`src/rtl/core_bpu_update_sched_if.sv`:
```
// Resolution record type and the bundled EX-side / BPU-side bus for core_bpu_update_sched.
package core_bpu_pkg;
  typedef struct packed {
    logic        miss;
    logic [31:0] pc;
    logic        true_taken;
    logic [31:0] true_target;
    logic [7:0]  lphr;
    logic [15:0] history;
    logic [1:0]  br_type;
    logic [2:0]  ras_ptr;
  } bpu_correct_t;
endpackage

interface core_bpu_update_sched_if;
  import core_bpu_pkg::*;

  logic         valid0_i;
  bpu_correct_t correct0_i;
  logic         valid1_i;
  bpu_correct_t correct1_i;
  logic         stall_o;
  logic         redirect_o;
  logic [31:0]  redirect_pc_o;
  logic         upd_valid_o;
  bpu_correct_t upd_o;
  logic         upd_ready_i;

  modport master (
    output valid0_i, correct0_i, valid1_i, correct1_i, upd_ready_i,
    input  stall_o, redirect_o, redirect_pc_o, upd_valid_o, upd_o
  );

  modport slave (
    input  valid0_i, correct0_i, valid1_i, correct1_i, upd_ready_i,
    output stall_o, redirect_o, redirect_pc_o, upd_valid_o, upd_o
  );
endinterface

```
`src/rtl/core_bpu_update_sched.sv`:
```
// Oldest-mispredict redirect plus in-order training FIFO for the BPU.
// Optional perf counters enabled by defining BPU_UPDATE_PERF_EN.
module core_bpu_update_sched
  import core_bpu_pkg::*;
#(
  parameter  int DEPTH = 4,
  localparam int PTR_W = $clog2(DEPTH)
) (
  input  logic                    clk,
  input  logic                    rst,
  core_bpu_update_sched_if.slave  bus,
  output logic [31:0]             perf_br_cnt_o,
  output logic [31:0]             perf_miss_cnt_o
);

  typedef enum logic {S_IDLE, S_REDIRECT} state_t;

  localparam logic [PTR_W:0] STALL_LVL = (PTR_W+1)'(DEPTH - 2);

  state_t             state_q, state_d;
  logic [PTR_W:0]     count_q, count_d;
  logic [PTR_W-1:0]   rd_ptr_q, rd_ptr_d;
  logic [PTR_W-1:0]   wr_ptr_q, wr_ptr_d;
  logic [PTR_W-1:0]   wr1_addr;
  logic [31:0]        redirect_pc_q, redirect_pc_d;
  bpu_correct_t       mem_q [DEPTH];
  bpu_correct_t       win;

  logic       stall, accept, push0, push1, miss0, miss1, miss_any, pop;
  logic [1:0] push_n;

  // Stall looks at registered occupancy only, leaving room for a full pair.
  assign stall  = count_q > STALL_LVL;
  assign accept = !stall && (state_q == S_IDLE);

  // A pipe 0 miss makes the younger slot wrong-path.
  assign push0    = accept && bus.valid0_i;
  assign miss0    = push0 && bus.correct0_i.miss;
  assign push1    = accept && bus.valid1_i && !miss0;
  assign miss1    = push1 && bus.correct1_i.miss;
  assign miss_any = miss0 || miss1;
  assign win      = miss0 ? bus.correct0_i : bus.correct1_i;
  assign push_n   = {1'b0, push0} + {1'b0, push1};
  assign pop      = (count_q != '0) && bus.upd_ready_i;
  assign wr1_addr = push0 ? wr_ptr_q + PTR_W'(1) : wr_ptr_q;

  always_comb begin
    count_d       = count_q + (PTR_W+1)'(push_n) - (PTR_W+1)'(pop);
    wr_ptr_d      = wr_ptr_q + PTR_W'(push_n);
    rd_ptr_d      = rd_ptr_q + PTR_W'(pop);
    redirect_pc_d = redirect_pc_q;
    if (miss_any)
      redirect_pc_d = win.true_taken ? win.true_target : win.pc + 32'd4;
  end

  always_ff @(posedge clk) begin
    if (rst) begin
      state_q       <= S_IDLE;
      count_q       <= '0;
      rd_ptr_q      <= '0;
      wr_ptr_q      <= '0;
      redirect_pc_q <= '0;
    end else begin
      state_q       <= state_d;
      count_q       <= count_d;
      rd_ptr_q      <= rd_ptr_d;
      wr_ptr_q      <= wr_ptr_d;
      redirect_pc_q <= redirect_pc_d;
    end
  end

  always_ff @(posedge clk) begin
    if (push0) mem_q[wr_ptr_q] <= bus.correct0_i;
    if (push1) mem_q[wr1_addr] <= bus.correct1_i;
  end

  always_comb begin
    state_d = state_q;
    case (state_q)
      S_IDLE:     if (miss_any) state_d = S_REDIRECT;
      S_REDIRECT: state_d = S_IDLE;
      default:    state_d = S_IDLE;
    endcase
  end

  always_comb begin
    bus.redirect_o    = (state_q == S_REDIRECT);
    bus.redirect_pc_o = redirect_pc_q;
    bus.stall_o       = stall;
    bus.upd_valid_o   = (count_q != '0);
    bus.upd_o         = mem_q[rd_ptr_q];
  end

`ifdef BPU_UPDATE_PERF_EN
  logic [31:0] perf_br_q, perf_miss_q;

  always_ff @(posedge clk) begin
    if (rst) begin
      perf_br_q   <= '0;
      perf_miss_q <= '0;
    end else begin
      perf_br_q   <= perf_br_q + 32'(push_n);
      perf_miss_q <= perf_miss_q + 32'(miss_any);
    end
  end

  assign perf_br_cnt_o   = perf_br_q;
  assign perf_miss_cnt_o = perf_miss_q;
`else
  assign perf_br_cnt_o   = '0;
  assign perf_miss_cnt_o = '0;
`endif

endmodule

```
`src/flat_wrapper.sv`:
```
// flat-port wrapper written by rule: the top's interface ports become plain ports
module core_bpu_update_sched_flat import core_bpu_pkg::*;
#(
  parameter  int DEPTH = 4,
  localparam int PTR_W = $clog2(DEPTH)
)
  (clk, rst, perf_br_cnt_o, perf_miss_cnt_o, bus_valid0_i, bus_correct0_i, bus_valid1_i, bus_correct1_i, bus_upd_ready_i, bus_stall_o, bus_redirect_o, bus_redirect_pc_o, bus_upd_valid_o, bus_upd_o);
  core_bpu_update_sched_if bus_i ();
  input  logic clk;
  input  logic rst;
  output logic [31:0] perf_br_cnt_o;
  output logic [31:0] perf_miss_cnt_o;
  input wire logic [$bits(bus_i.valid0_i)-1:0] bus_valid0_i;
  input wire logic [$bits(bus_i.correct0_i)-1:0] bus_correct0_i;
  input wire logic [$bits(bus_i.valid1_i)-1:0] bus_valid1_i;
  input wire logic [$bits(bus_i.correct1_i)-1:0] bus_correct1_i;
  input wire logic [$bits(bus_i.upd_ready_i)-1:0] bus_upd_ready_i;
  output wire logic [$bits(bus_i.stall_o)-1:0] bus_stall_o;
  output wire logic [$bits(bus_i.redirect_o)-1:0] bus_redirect_o;
  output wire logic [$bits(bus_i.redirect_pc_o)-1:0] bus_redirect_pc_o;
  output wire logic [$bits(bus_i.upd_valid_o)-1:0] bus_upd_valid_o;
  output wire logic [$bits(bus_i.upd_o)-1:0] bus_upd_o;
  assign bus_i.valid0_i = bus_valid0_i;
  assign bus_i.correct0_i = bus_correct0_i;
  assign bus_i.valid1_i = bus_valid1_i;
  assign bus_i.correct1_i = bus_correct1_i;
  assign bus_i.upd_ready_i = bus_upd_ready_i;
  assign bus_stall_o = bus_i.stall_o;
  assign bus_redirect_o = bus_i.redirect_o;
  assign bus_redirect_pc_o = bus_i.redirect_pc_o;
  assign bus_upd_valid_o = bus_i.upd_valid_o;
  assign bus_upd_o = bus_i.upd_o;
  core_bpu_update_sched #(.DEPTH(DEPTH)) u_core (.clk(clk), .rst(rst), .bus(bus_i), .perf_br_cnt_o(perf_br_cnt_o), .perf_miss_cnt_o(perf_miss_cnt_o));
endmodule
```
`config.mk`:
```
export PLATFORM = sky130hd
export DESIGN_NAME = core_bpu_update_sched_flat
export DESIGN_NICKNAME = d
export VERILOG_FILES = /design/src/rtl/core_bpu_update_sched_if.sv /design/src/rtl/core_bpu_update_sched.sv /design/src/flat_wrapper.sv
export SDC_FILE = /design/constraint.sdc
export NUM_CORES = 1
export LEC_CHECK = 0
export CORE_MARGIN = 5
export CORE_UTILIZATION = 40
export CTS_BUF_LIST = sky130_fd_sc_hd__clkbuf_4 sky130_fd_sc_hd__clkbuf_8 sky130_fd_sc_hd__clkbuf_16
export DETAILED_ROUTE_END_ITERATION = 12
export DONT_BUFFER_PORTS = 1
export SLEW_MARGIN = 5
export SYNTH_ARGS = -nofsm -noshare
export SYNTH_HDL_FRONTEND = slang
export SYNTH_SLANG_ARGS = --single-unit
```
`constraint.sdc`:
```
create_clock -name clk -period 4.7 [get_ports clk]
set_clock_uncertainty 0.05 [all_clocks]
set_input_delay 0.94 -clock clk [delete_from_list [all_inputs] [get_ports clk]]
set_output_delay 0.94 -clock clk [all_outputs]
set_load 0.01 [all_outputs]
```
==> metrics.md, run 1 <==
| Metric | Value |
|---|---|
| Run status | `complete, no violations` |
| Post-Layout Cell Count | `2305` |
| Number of H-tree levels | `2` |
| Number of buffer cells added on primary ports | `0` |
| Slew Limit Headroom | `0.146` |
| Syn-to-layout area delta | `8.49%` |
| Worst-path maximum fanout | `25` |
| Post-CTS sizing | `0` |
| Syn_area_per_cell | `14.6 um2` |
| Peak supply drop | `0.000304 V` |
| Top FF cell, synth | `sky130_fd_sc_hd__edfxtp_1` |
| Total negative slack for setup checks | `0 ns` |
| Final HPWL from detailed placement | `43000 um` |
| # placed instances | `2216` |
| Number of global-route vias before repair | `13700` |
| Via-to-Cell Ratio | `5.83` |
| Cts bufs inserted | `47` |
| Hold violation count in the final report | `0` |
| Per-cell routed wire length | `28.5 um` |
| Die extent in x | `248 um` |
| Remaining global-route overflow | `0` |
| Post-route fraction of the period consumed by the critical path | `0.751` |
| Gate family responsible for the most delay along the worst path | `flip-flops` |
| Pin count of the biggest net entering global routing | `106` |
| First DRT Iteration DRCs | `1098` |
| Top cell type's share of synthesized area | `0.504` |
| Max-capacitance violation count | `0` |
| Sequential cell area fraction in the yosys report | `0.539` |
| Unrepaired setup endpoints after global routing | `false` |
| Cell type contributing the most total cell area after synthesis | `sky130_fd_sc_hd__edfxtp_1` |
| Filler Cell Count | `5058` |
| CP Data Arrival Time | `2.54 ns` |
| Total leakage power | `0.00788 uW` |
| Multi-input gate area in the final layout | `0.00950 mm2` |
| Remaining design rule violation count | `0` |
| Core outline area | `0.0563 mm2` |
| Count of state elements after synthesis | `420` |
| Final-stage net count | `1716` |
| Final worst setup slack | `1.17 ns` |
| Fraction of final layout cells sized beyond drive strength 1 | `0.362` |
| Nature of the critical path startpoint | `flop` |
| GPL Wtd Cong | `0.857` |
| Root buffer cell | `sky130_fd_sc_hd__clkbuf_16` |
| Critical path buffers and inverters | `1` |
| Highest-delay cell along the critical path | `sky130_fd_sc_hd__dfxtp_4` |
| Wire length of the first global-routing pass | `95000 um` |
| Required @ worst endpoint | `3.71 ns` |
| Kind of critical path | `flop to primary output` |
| Sequential cell area | `0.0122 mm2` |
| Number of pins exceeding their max-slew limit in the final report | `0` |
| Minimum clock period after layout | `3.53 ns` |
| Pwr per Cell Area | `540 mW/mm2` |
| Vertical die dimension | `248 um` |
| Number of antenna violations at the first check in global routing | `2` |
| Hold buffers post-CTS | `0` |
| Final design utilization | `0.436` |
| Pin slew with the least headroom to its limit | `1.28 ns` |
| Final antenna-violating net count | `0` |
| CTS tree | `yes` |
| Routed wire length | `65700 um` |
| Count of endpoints failing setup in the final report | `0` |
| Most common cell after layout, fill and taps aside | `sky130_fd_sc_hd__edfxtp_1` |
| Nature of the critical path endpoint | `primary output` |
| Clock sink count | `420` |
| Clock Latency Late Sink | `0.60 ns` |
| DR pass1 iterations | `5` |
| Most frequent cells in the layout | `380 x sky130_fd_sc_hd__edfxtp_1, 343 x sky130_fd_sc_hd__mux2_2, 95 x sky130_fd_sc_hd__mux4_2` |
| Total number of vias | `13400` |
| Total design power | `13300 uW` |
| Number of synthesized flops with an enable pin | `380` |
| Warnings from Yosys | `0` |
| Overall die area | `0.0615 mm2` |
| Setup repair bufs after CTS | `0` |
| Cells traversed along the worst timing path | `buf_4 -> mux4_2` |
| I/O pin count | `389` |
| Post-place setup slack | `0.844 ns` |
| Cell count after synthesis | `1554` |
| Synth Cell Area | `0.0226 mm2` |
| All-layer global routing usage | `0.207` |
| Maximum count of clock buffers along a single path | `3` |
| Worst stage delay on the critical path | `0.73 ns` |
| Cell row count | `87` |
| Synth cell types | `66` |
| Clock transition at the register clock pins on the worst setup and hold paths after CTS | `0.06 ns` |
| Initial Util | `0.402` |
| Top area cells in the synthesized netlist | `sky130_fd_sc_hd__edfxtp_1 50%, sky130_fd_sc_hd__mux2_2 17%, sky130_fd_sc_hd__mux4_2 9.5%` |
| Post-synth ARST share | `0` |
| Peak Freq | `0.283 GHz` |
| Class of the tightest hold or removal check | `primary input to flop` |
==> worst reg2reg max path, stage by stage, from the launching register on <==
cell and delay, ns:
sky130_fd_sc_hd__dfxtp_1 0.34, sky130_fd_sc_hd__a21oi_4 0.17, sky130_fd_sc_hd__inv_2 0.17, sky130_fd_sc_hd__nor2_4 0.32, sky130_fd_sc_hd__mux2_2 0.23, sky130_fd_sc_hd__ha_1 0.36
sky130_fd_sc_hd__nand4_1 0.27, sky130_fd_sc_hd__nor4_1 0.35, sky130_fd_sc_hd__a32o_1 0.37, sky130_fd_sc_hd__nand4b_1 0.16, sky130_fd_sc_hd__xnor2_1 0.16, sky130_fd_sc_hd__a2111oi_0 0.42
==> logic make-up (layout without fill, tap and decap cells) <==
kind of cell,after synthesis,in the layout,share of synthesized area
muxes,486,486,0.288
DFF,420,420,0.539
and+or+nand+nor,216,216,0.0477
buffers and inverters,211,142,0.0536
AOI/OAI and AO/OA,177,177,0.0524
xor gates and xnor gates,31,31,0.0120
adders and majority gates,12,12,0.00696
other,1,65,0.000166
==> synthesized netlist by cell type (27+ instances only) <==
master / count
sky130_fd_sc_hd__edfxtp_1: 380
sky130_fd_sc_hd__mux2_2: 343
sky130_fd_sc_hd__mux4_2: 95
sky130_fd_sc_hd__buf_4: 87
sky130_fd_sc_hd__nand2_1: 75
sky130_fd_sc_hd__clkbuf_1: 47
sky130_fd_sc_hd__o21ai_0: 43
sky130_fd_sc_hd__a21oi_1: 40
sky130_fd_sc_hd__dfxtp_1: 40
sky130_fd_sc_hd__buf_2: 33
sky130_fd_sc_hd__nand3_1: 29
sky130_fd_sc_hd__mux2_1: 27
==> metal layers <==
layer / part of all wire / GRT usage / vias to the layer above
met5: 0 / 0 / -
met4: 0.028 / 0.0607 / 0
met3: 0.093 / 0.0647 / 88
met2: 0.48 / 0.337 / 526
met1: 0.40 / 0.266 / 6914
li1: - / - / 5920
==> registers in the layout (all words and copies together) (netlist names) <==
signal / cells
u_core.bus.redirect_o: 1
u_core.bus.redirect_pc_o: 32
u_core.count_q: 3
u_core.mem_q: 380
u_core.rd_ptr_q: 2
u_core.wr_ptr_q: 2
==> path summary, 6_finish.rpt <==
path | start | end | slack, ns | cells past startpoint
worst max-delay path | u_core.rd_ptr_q[0]$_SDFF_PP0_ | bus_upd_o[14] | 1.17 | 2
worst min register to register | u_core.bus.redirect_pc_o[6]$_SDFFE_PP0P_ | u_core.bus.redirect_pc_o[6]$_SDFFE_PP0P_ | 0.50 | 2
worst max register to register | u_core.count_q[0]$_SDFF_PP0_ | u_core.bus.redirect_pc_o[28]$_SDFFE_PP0P_ | 1.23 | 11
worst min-delay path | rst | u_core.bus.redirect_pc_o[15]$_SDFFE_PP0P_ | 0.38 | 1
==> report_power, final <==
part           switching, uW  internal (uW)
Clock                   1540           2000
Combinational           2390           1650
Sequential               406           5280
==> through the flow <==
stage               cell area, um2  hold WS, ns
floorplan                    22900        0.426
finish                       24600        0.379
global placement             23100        0.501
detailed placement           23100        0.505
CTS                          24600        0.329
global route                 24600        0.341
==> layout make-up <==
class / instances / share of cell area
antenna: 1 / 0.000102
tap: 756 / 0.0385
sequential: 420 / 0.497
timing repair buffer: 30 / 0.0132
inverter: 24 / 0.00367
clock inverter: 27 / 0.00749
multi-input combinational: 986 / 0.387
clock buffer: 61 / 0.0527
No activity file was read; power rests on OpenSTA's default activity.
==> run 2, diff against run 1 <==
clock period = 3.1 ns   (was 4.7 ns; I/O delays follow)
==> metrics.md, run 2 (synthesis results as in run 1) <==
| Metric | Value |
|---|---|
| Max-capacitance violation count | `0 (unchanged)` |
| Final antenna-violating net count | `0 (unchanged)` |
| Total design power | `20400 uW (+54%)` |
| Most frequent cells in the layout | `380 x sky130_fd_sc_hd__edfxtp_1, 343 x sky130_fd_sc_hd__mux2_2, 95 x sky130_fd_sc_hd__mux4_2` |
| Kind of critical path | `flop to flop` |
| Wire length of the first global-routing pass | `95700 um (+0.81%)` |
| Post-CTS sizing | `0 (unchanged)` |
| Peak Freq | `0.355 GHz` |
| Maximum count of clock buffers along a single path | `3 (unchanged)` |
| Number of pins exceeding their max-slew limit in the final report | `0 (unchanged)` |
| DR pass1 iterations | `5 (unchanged)` |
| Setup repair bufs after CTS | `0 (unchanged)` |
| GPL Wtd Cong | `0.882 (+2.9%)` |
| Final-stage net count | `1749 (+1.9%)` |
| Total leakage power | `0.00809 uW (+2.7%)` |
| Peak supply drop | `0.000469 V (+54%)` |
| Minimum clock period after layout | `2.82 ns` |
| Die extent in x | `248 um (unchanged)` |
| Nature of the critical path startpoint | `flop` |
| CTS tree | `yes` |
| First DRT Iteration DRCs | `1007 (-8.3%)` |
| Number of global-route vias before repair | `13700 (+0.088%)` |
| CP Data Arrival Time | `3.08 ns (+0.54 ns)` |
| Worst-path maximum fanout | `21 (-16%)` |
| Syn-to-layout area delta | `10.4%` |
| Root buffer cell | `sky130_fd_sc_hd__clkbuf_16` |
| Slew Limit Headroom | `0.561 (+0.414)` |
| Via-to-Cell Ratio | `5.76 (-1.2%)` |
| Unrepaired setup endpoints after global routing | `false` |
| Fraction of final layout cells sized beyond drive strength 1 | `0.378 (+0.0157)` |
| Cell area after layout | `0.0250 mm2 (+1.8%)` |
| Post-place setup slack | `0.207 ns (-0.638 ns)` |
| Hold buffers post-CTS | `0 (unchanged)` |
| Routed wire length | `66300 um (+0.94%)` |
| Reg2Reg Depth | `9 (-2)` |
| Remaining global-route overflow | `0 (unchanged)` |
| Final worst setup slack | `0.282 ns (-0.891 ns)` |
| Run status | `complete, no violations` |
| Final design utilization | `0.444 (+0.00778)` |
| Cell row count | `87 (unchanged)` |
| Cell area reported after detailed placement | `0.0236 mm2 (+2.1%)` |
| Required @ worst endpoint | `3.37 ns (-0.34 ns)` |
| Remaining design rule violation count | `0 (unchanged)` |
| Count of endpoints failing setup in the final report | `0 (unchanged)` |
| Pin count of the biggest net entering global routing | `60 (-43%)` |
| Pwr per Cell Area | `818 mW/mm2 (+51%)` |
| Number of buffer cells added on primary ports | `0 (unchanged)` |
| Pin slew with the least headroom to its limit | `0.659 ns (-0.621 ns)` |
| Class of the tightest hold or removal check | `primary input to flop` |
| Clock sink count | `420 (unchanged)` |
| Total number of vias | `13500 (+0.097%)` |
| Overall die area | `0.0615 mm2 (unchanged)` |
| Nature of the critical path endpoint | `flop` |
| I/O pin count | `389 (unchanged)` |
| Hold violation count in the final report | `0 (unchanged)` |
| Most common cell after layout, fill and taps aside | `sky130_fd_sc_hd__edfxtp_1` |
| Per-cell routed wire length | `28.4 um (-0.35%)` |
| Cts bufs inserted | `47 (unchanged)` |
| Initial Util | `0.402 (unchanged)` |
| Number of antenna violations at the first check in global routing | `2 (unchanged)` |
| Clock Latency Late Sink | `0.58 ns (-0.02 ns)` |
| Depth of the worst hold-timing path | `1 (unchanged)` |
| Antenna diodes | `0 (-1)` |
| Register containing the most flip-flops in the final layout | `u_core.mem_q` |
| Post-route fraction of the period consumed by the critical path | `0.909` |
| Number of H-tree levels | `2 (unchanged)` |
| Final HPWL from detailed placement | `44900 um (+4.5%)` |
| Core outline area | `0.0563 mm2 (unchanged)` |
| Clock transition at the register clock pins on the worst setup and hold paths after CTS | `0.06 ns (about the same)` |
| Vertical die dimension | `248 um (unchanged)` |
| Flip-flop count of the largest register, all copies and words added | `380 (unchanged)` |
| All-layer global routing usage | `0.209 (+0.00229)` |
[run 2: final cells by class]
cell class,count,area (um2)
clock buffers,56,1240
clock inverters,30,200
fillers,5054,31300
inverters,24,90.1
multi-input cells,986,9520
flip-flops and latches,420,12200
well taps,756,946
repair buffers,63,786
[run 2: worst paths after layout]
check | endpoint | slack, ns | startpoint
max | u_core.mem_q[2][2]$_DFFE_PP_ | 0.28 | u_core.count_q[1]$_SDFF_PP0_
min | u_core.bus.redirect_pc_o[16]$_SDFFE_PP0P_ | 0.08 | rst
max reg2reg | u_core.mem_q[2][2]$_DFFE_PP_ | 0.28 | u_core.count_q[1]$_SDFF_PP0_
min reg2reg | u_core.bus.redirect_pc_o[4]$_SDFFE_PP0P_ | 0.50 | u_core.bus.redirect_pc_o[4]$_SDFFE_PP0P_
[run 2: power breakdown]
group / leakage [uW] / internal, uW / switching, uW
clock: 0.000724 / 3030 / 2300
combinational: 0.00354 / 2790 / 3790
sequential: 0.00382 / 8000 / 535
total: 0.00809 / 13800 / 6630
[run 2: stage by stage]
| stage | TNS (ns) | std cells | hold slack (ns) |
|---|---|---|---|
| after global routing | 0 | 2335 | 0.0438 |
| after CTS | 0 | 2335 | 0.0267 |
| final | 0 | 2335 | 0.0847 |
| after global placement | 0 | 2249 | 0.496 |
| after floorplan | -0.403 | 1617 | 0.426 |
| after detailed placement | 0 | 2249 | 0.500 |
[run 2: worst max-delay path, cell delays in order, from the launching register on]
cell                      delay [ns]
sky130_fd_sc_hd__dfxtp_1        0.40
sky130_fd_sc_hd__a21oi_4        0.08
sky130_fd_sc_hd__inv_2          0.08
sky130_fd_sc_hd__buf_4          0.23
sky130_fd_sc_hd__nor3b_2        0.08
sky130_fd_sc_hd__buf_4          0.19
sky130_fd_sc_hd__or3_1          0.36
sky130_fd_sc_hd__a21oi_4        0.28
sky130_fd_sc_hd__buf_4          0.39
sky130_fd_sc_hd__mux2_2         0.38
[run 2: per-layer routing]
| metal | vias to the layer above | GRT usage | wire length, um |
|---|---|---|---|
| li1 | 5984 | - | - |
| met1 | 6916 | 0.271 | 26800 |
| met2 | 465 | 0.334 | 31400 |
| met3 | 96 | 0.0724 | 6290 |
| met4 | 0 | 0.0607 | 1890 |
| met5 | - | 0 | 0 |
